## src/rtl/sar_search.sv

```systemverilog
// sar_search: successive-approximation search controller.
// Drives the B side of an external combinational magnitude comparator with a
// registered trial value and uses the gt/lt/eq answers to find the target
// held on the A side. One decision per clock. The search is MSB first, with
// one extra CHECK compare after bit 0 has been decided.
module sar_search #(
  parameter int unsigned N = 16
) (
  input  logic         clk,
  input  logic         rst,
  input  logic         start,
  input  logic         cmp_gt,
  input  logic         cmp_lt,
  input  logic         cmp_eq,
  output logic [N-1:0] trial,
  output logic         busy,
  output logic         done,
  output logic         found,
  output logic [N-1:0] result,
  output logic [7:0]   steps
);

  localparam int unsigned KW = $clog2(N);

  typedef enum logic [1:0] {
    IDLE   = 2'd0,
    SEARCH = 2'd1,
    CHECK  = 2'd2
  } state_t;

  state_t        state;
  logic [KW-1:0] k;

  logic [N-1:0] bit_k;
  logic [N-1:0] bit_km1;
  logic [N-1:0] trial_dec;
  logic         k_zero;

  // cmp_lt is not used directly. Any answer other than eq or gt clears the bit,
  // so "no flag asserted" behaves the same as lt.
  logic unused_lt;
  assign unused_lt = cmp_lt;

  // Per-cycle bit decision: one-hot of bit k, the next bit to try, and the
  // trial value with bit k settled.
  always_comb begin
    bit_k        = '0;
    bit_k[k]     = 1'b1;
    bit_km1      = bit_k >> 1;
    k_zero       = (k == '0);
    trial_dec    = cmp_gt ? trial : (trial & ~bit_k);
  end

  // Search state machine and output registers.
  always_ff @(posedge clk or posedge rst) begin
    if (rst) begin
      state  <= IDLE;
      k      <= '0;
      trial  <= '0;
      result <= '0;
      steps  <= '0;
      busy   <= 1'b0;
      done   <= 1'b0;
      found  <= 1'b0;
    end else begin
      done <= 1'b0;
      case (state)
        IDLE: begin
          if (start) begin
            trial  <= {1'b1, {(N-1){1'b0}}};
            k      <= KW'(N-1);
            busy   <= 1'b1;
            found  <= 1'b0;
            result <= '0;
            steps  <= '0;
            state  <= SEARCH;
          end
        end

        SEARCH: begin
          steps <= steps + 8'd1;
          if (cmp_eq) begin
            result <= trial;
            found  <= 1'b1;
            busy   <= 1'b0;
            done   <= 1'b1;
            state  <= IDLE;
          end else begin
            // bit_km1 is zero when k==0, so only the bit-0 decision is applied
            // before moving on to CHECK.
            trial <= trial_dec | bit_km1;
            if (k_zero) begin
              state <= CHECK;
            end else begin
              k <= k - KW'(1);
            end
          end
        end

        CHECK: begin
          steps  <= steps + 8'd1;
          result <= trial;
          found  <= cmp_eq;
          busy   <= 1'b0;
          done   <= 1'b1;
          state  <= IDLE;
        end

        default: begin
          state <= IDLE;
          busy  <= 1'b0;
        end
      endcase
    end
  end

endmodule

```

## config.mk

```make
export PLATFORM = sky130hd
export DESIGN_NAME = sar_search
export DESIGN_NICKNAME = d
export VERILOG_FILES = /design/src/rtl/sar_search.sv
export SDC_FILE = /design/constraint.sdc
export NUM_CORES = 1
export LEC_CHECK = 0
export ABC_AREA = 1
export CORE_MARGIN = 3
export CORE_UTILIZATION = 45
export CTS_CLUSTER_SIZE = 28
export DETAILED_ROUTE_END_ITERATION = 12
export HOLD_SLACK_MARGIN = 0.1
export PLACE_DENSITY = 0.73
export RECOVER_POWER = 50
export SLEW_MARGIN = 20
export SYNTH_ARGS = -nofsm -noshare
export SYNTH_HDL_FRONTEND = slang
export SYNTH_SLANG_ARGS = --single-unit
```

## constraint.sdc

```tcl
create_clock -name clk -period 1.35 [get_ports clk]
set_input_delay 0.27 -clock clk [delete_from_list [all_inputs] [get_ports clk]]
set_output_delay 0.27 -clock clk [all_outputs]
set_load 0.03 [all_outputs]
```

==> flow_metrics.py <==
metrics = {
    "status": {
        "status": "finished, violations left",
        "violations": "negative setup slack",
    },
    "route": {
        "postRouteAntennaNets": 0,
        "routed_wirelength_microns": 7650,
        "via_count": 2624,
        "wire_per_inst_microns": 15.5,
        "drc_errors": 0,
        "drtIter0Drc": 160,
        "dr.pass1.iters": 4,
        "avgViaCountPerCell": 5.32,
    },
    "worst_setup_path": {
        "critPathKind": "register to register",
        "r2r_end": "result[12]",
        "reg2reg_slack_ps": -140,
        "path_max_fanout": 8,
        "end_kind": "register",
        "crit_required_ps": 1590,
        "rr_startpoint": "state[0]",
        "arrival_ps": 1730,
        "startpoint_type": "register",
        "ff2ff_path_depth": 7,
    },
    "final_layout": {
        "area_growth_syn_to_layout_pct": 46.4,
        "fin_cells": 493,
        "antenna_cells": 0,
        "final_area_sq_mm": 0.00384,
        "post-route-util_pct": 69.0,
        "drive_gt1_share_pct": 36.3,
        "fin_nets": 436,
    },
    "timing": {
        "final.period_utilization_pct": 110,
        "worst_pin_slew_ps": 664,
        "setup_viol": 41,
        "final.setup.worst_slack_ps": -140,
        "slew_viol_final": 0,
        "rsz0062_at_grt": "true",
        "max_freq_mhz": 671,
        "finClkSkew_ps": 8.26,
        "final-hold-violation-count": 0,
        "fin_crit_ps": 1490,
        "slew_headroom_pct": 55.8,
    },
    "global_routing": {
        "met3_usage_pct": 3.15,
        "grt_start_max_net_pins": 50,
        "globalRouteOverflowTotal": 0,
        "grt_first_pass_wirelength_microns": 11300,
        "grt_antenna_before_repair": 0,
        "first_global_vias": 2429,
        "grt_use_met2_pct": 36.3,
        "grtUsageTotal_pct": 21.7,
        "top_usage_layer": "met2",
        "use_met1_pct": 28.4,
    },
    "run": {
        "max_cap_viol_count": 0,
    },
    "clock_network": {
        "cts_root_buf": "clkbuf_8",
        "cts_hold_buf": 0,
        "clk_latency_ps": 300,
        "clk_pin_slew_ps": 90,
        "tritoncts": "built",
        "cts_buffers": 5,
        "clock-sinks": 49,
        "htree_levels": 2,
        "clock_path_buffers": 2,
    },
    "floorplan": {
        "core_area_sq_mm": 0.00557,
        "dieWidth_microns": 82.4,
        "start_util_pct": 47.1,
        "io_pins": 49,
        "num_rows": 27,
        "die_h_microns": 82.4,
        "die_area_sq_mm": 0.00679,
    },
    "worst_hold_path": {
        "min_to": "result[0]",
        "hold_path_depth": 2,
        "worstHoldPathType": "register to register",
        "min_from": "result[0]",
    },
    "yosys": {
        "synth_seq_cells": 49,
        "synthCells": 333,
        "synthesis.area_sq_mm": 0.00263,
        "synth_area_per_cell_sq_um": 7.88,
        "ys_warn_count": 0,
        "syn_nets": 349,
        "synth_cell_types": 27,
        "ys_seq_area_share_pct": 46.7,
    },
    "power_and_ir_drop": {
        "swShare_pct": 47.4,
        "total_power_mw": 8.40,
        "cellLeakagePower_nw": 1.98,
        "power_density_mw_per_mm2": 2190,
        "ir_worst_vdd_mv": 1.13,
        "seq_power_share_pct": 27.8,
        "p_comb_share_pct": 59.6,
        "clock_power_share_pct": 12.7,
        "p_sw_mw": 3.98,
        "internal_power_mw": 4.42,
    },
    "placed_design": {
        "numPortBuffers": 47,
        "gp_congestion": 0.808,
        "dp_hpwl_microns": 4550,
        "placed_cells": 467,
        "place_area_sq_mm": 0.00330,
    },
}
-- critical path, stage by stage (launching register included) --
cell,delay [ps]
dfrtp_1,440
inv_2,80
ha_4,200
nand2_8,110
nand2_8,90
nor2_4,280
nand3_1,140
nand2_1,90
-- metrics by stage --
stage	setup TNS (ps)	setup WS, ps	hold slack [ps]
global route	-7030	-239	532
global placement	-8840	-256	479
CTS	-1180	-80.0	371
finish	-2930	-140	499
detailed placement	-10150	-279	487
floorplan	-63.9	-6.10	306
-- cells in the mapped netlist --
cell type	instances	area, sq um
buf_2	5	25.0
buf_6	3	33.8
nor3_1	2	10.0
nor2_1	5	18.8
o21a_1	1	7.51
a21oi_1	1	5.00
o21ai_1	3	15.0
nand3_1	44	220
a21boi_0	2	15.0
o21ai_0	34	170
inv_2	5	18.8
clkbuf_2	1	5.00
buf_4	2	15.0
clkbuf_1	3	11.3
nand2_1	125	469
nor2_8	1	20.0
nand2_2	3	18.8
nand2_4	2	22.5
or2_0	1	6.26
xor2_1	1	8.76
nor2_4	3	33.8
ha_1	10	125
nand4_1	6	37.5
inv_1	17	63.8
buf_1	1	3.75
nor2_2	3	18.8
dfrtp_1	49	1230
-- cell type report --
type                    instances  area (sq um)
inverters                      22          91.3
clock inverters                 3          43.8
flip-flops and latches         49          1230
fillers                       449          1730
repair buffers                 91           793
multi-input cells             251          1530
clock buffers                   5          68.8
well taps                      72          90.1
-- flip-flops by register name, summed over array words and instances (netlist names) --
signal  count
result     16
k           4
steps       8
done        1
busy        1
state       2
trial      16
found       1
-- worst max path at each step --
stage,start,end,slack (ps),cells after the start
3_5_place_dp,start,result[0],-280,7
2_1_floorplan,state[0],trial[11],-6,10
5_1_grt,state[0],k[1],-240,9
6_report,state[0],result[12],-140,7
3_3_place_gp,start,found,-260,7
4_1_cts,state[1],k[1],-80,9
-- power groups by stage --
stage               Clock, mW  Sequential [mW]  Combinational [mW]
floorplan                   0             2.72                1.94
detailed placement          0             2.28                3.77
CTS                      1.08             2.27                4.24
global placement            0             2.27                3.70
finish                   1.06             2.33                5.00
global route             1.15             2.38                5.40
-- cells in the final DEF (no fill, tap or decap), types with 6 or more instances in the layout --
cell type / synthesis / final
buf_4: 2 / 52
buf_6: 3 / 8
clkbuf_2: 1 / 7
clkdlybuf4s15_1: 0 / 10
dfrtp_1: 49 / 48
inv_1: 17 / 12
inv_2: 5 / 7
nand2_1: 125 / 101
nand2_2: 3 / 21
nand2_4: 2 / 6
nand3_1: 44 / 30
nand3_2: 0 / 13
nand4_1: 6 / 6
nor2_4: 3 / 7
o21ai_0: 34 / 19
o21ai_1: 3 / 17
-- layer usage --
| layer | part of all wire (%) | wire (microns) | vias up |
|---|---|---|---|
| li1 | - | - | 1259 |
| met1 | 41 | 3150 | 1264 |
| met2 | 52 | 3970 | 88 |
| met3 | 4.9 | 376 | 13 |
| met4 | 2.1 | 159 | 0 |
| met5 | 0 | 0 | - |
-- cells by family after synthesis --
| kind of cell | synth area share, % |
|---|---|
| AOI/OAI and AO/OA | 8.10 |
| xor gates and xnor gates | 0.334 |
| adders and majority gates | 4.77 |
| buffers and inverters | 6.72 |
| DFF | 46.7 |
| and+or+nand+nor | 33.4 |
-- what timing repair did --
| item | CTS | global route |
|---|---|---|
| hold endpoints to repair | 0 | 0 |
| pin swaps | 23 | 21 |
| gates cloned | 3 | 2 |
| resized for setup | 65 | 74 |
| buffers inserted | 6 | 7 |
| endpoints found under the setup margin | 69 | 66 |
(Power assumes the default switching activity.)
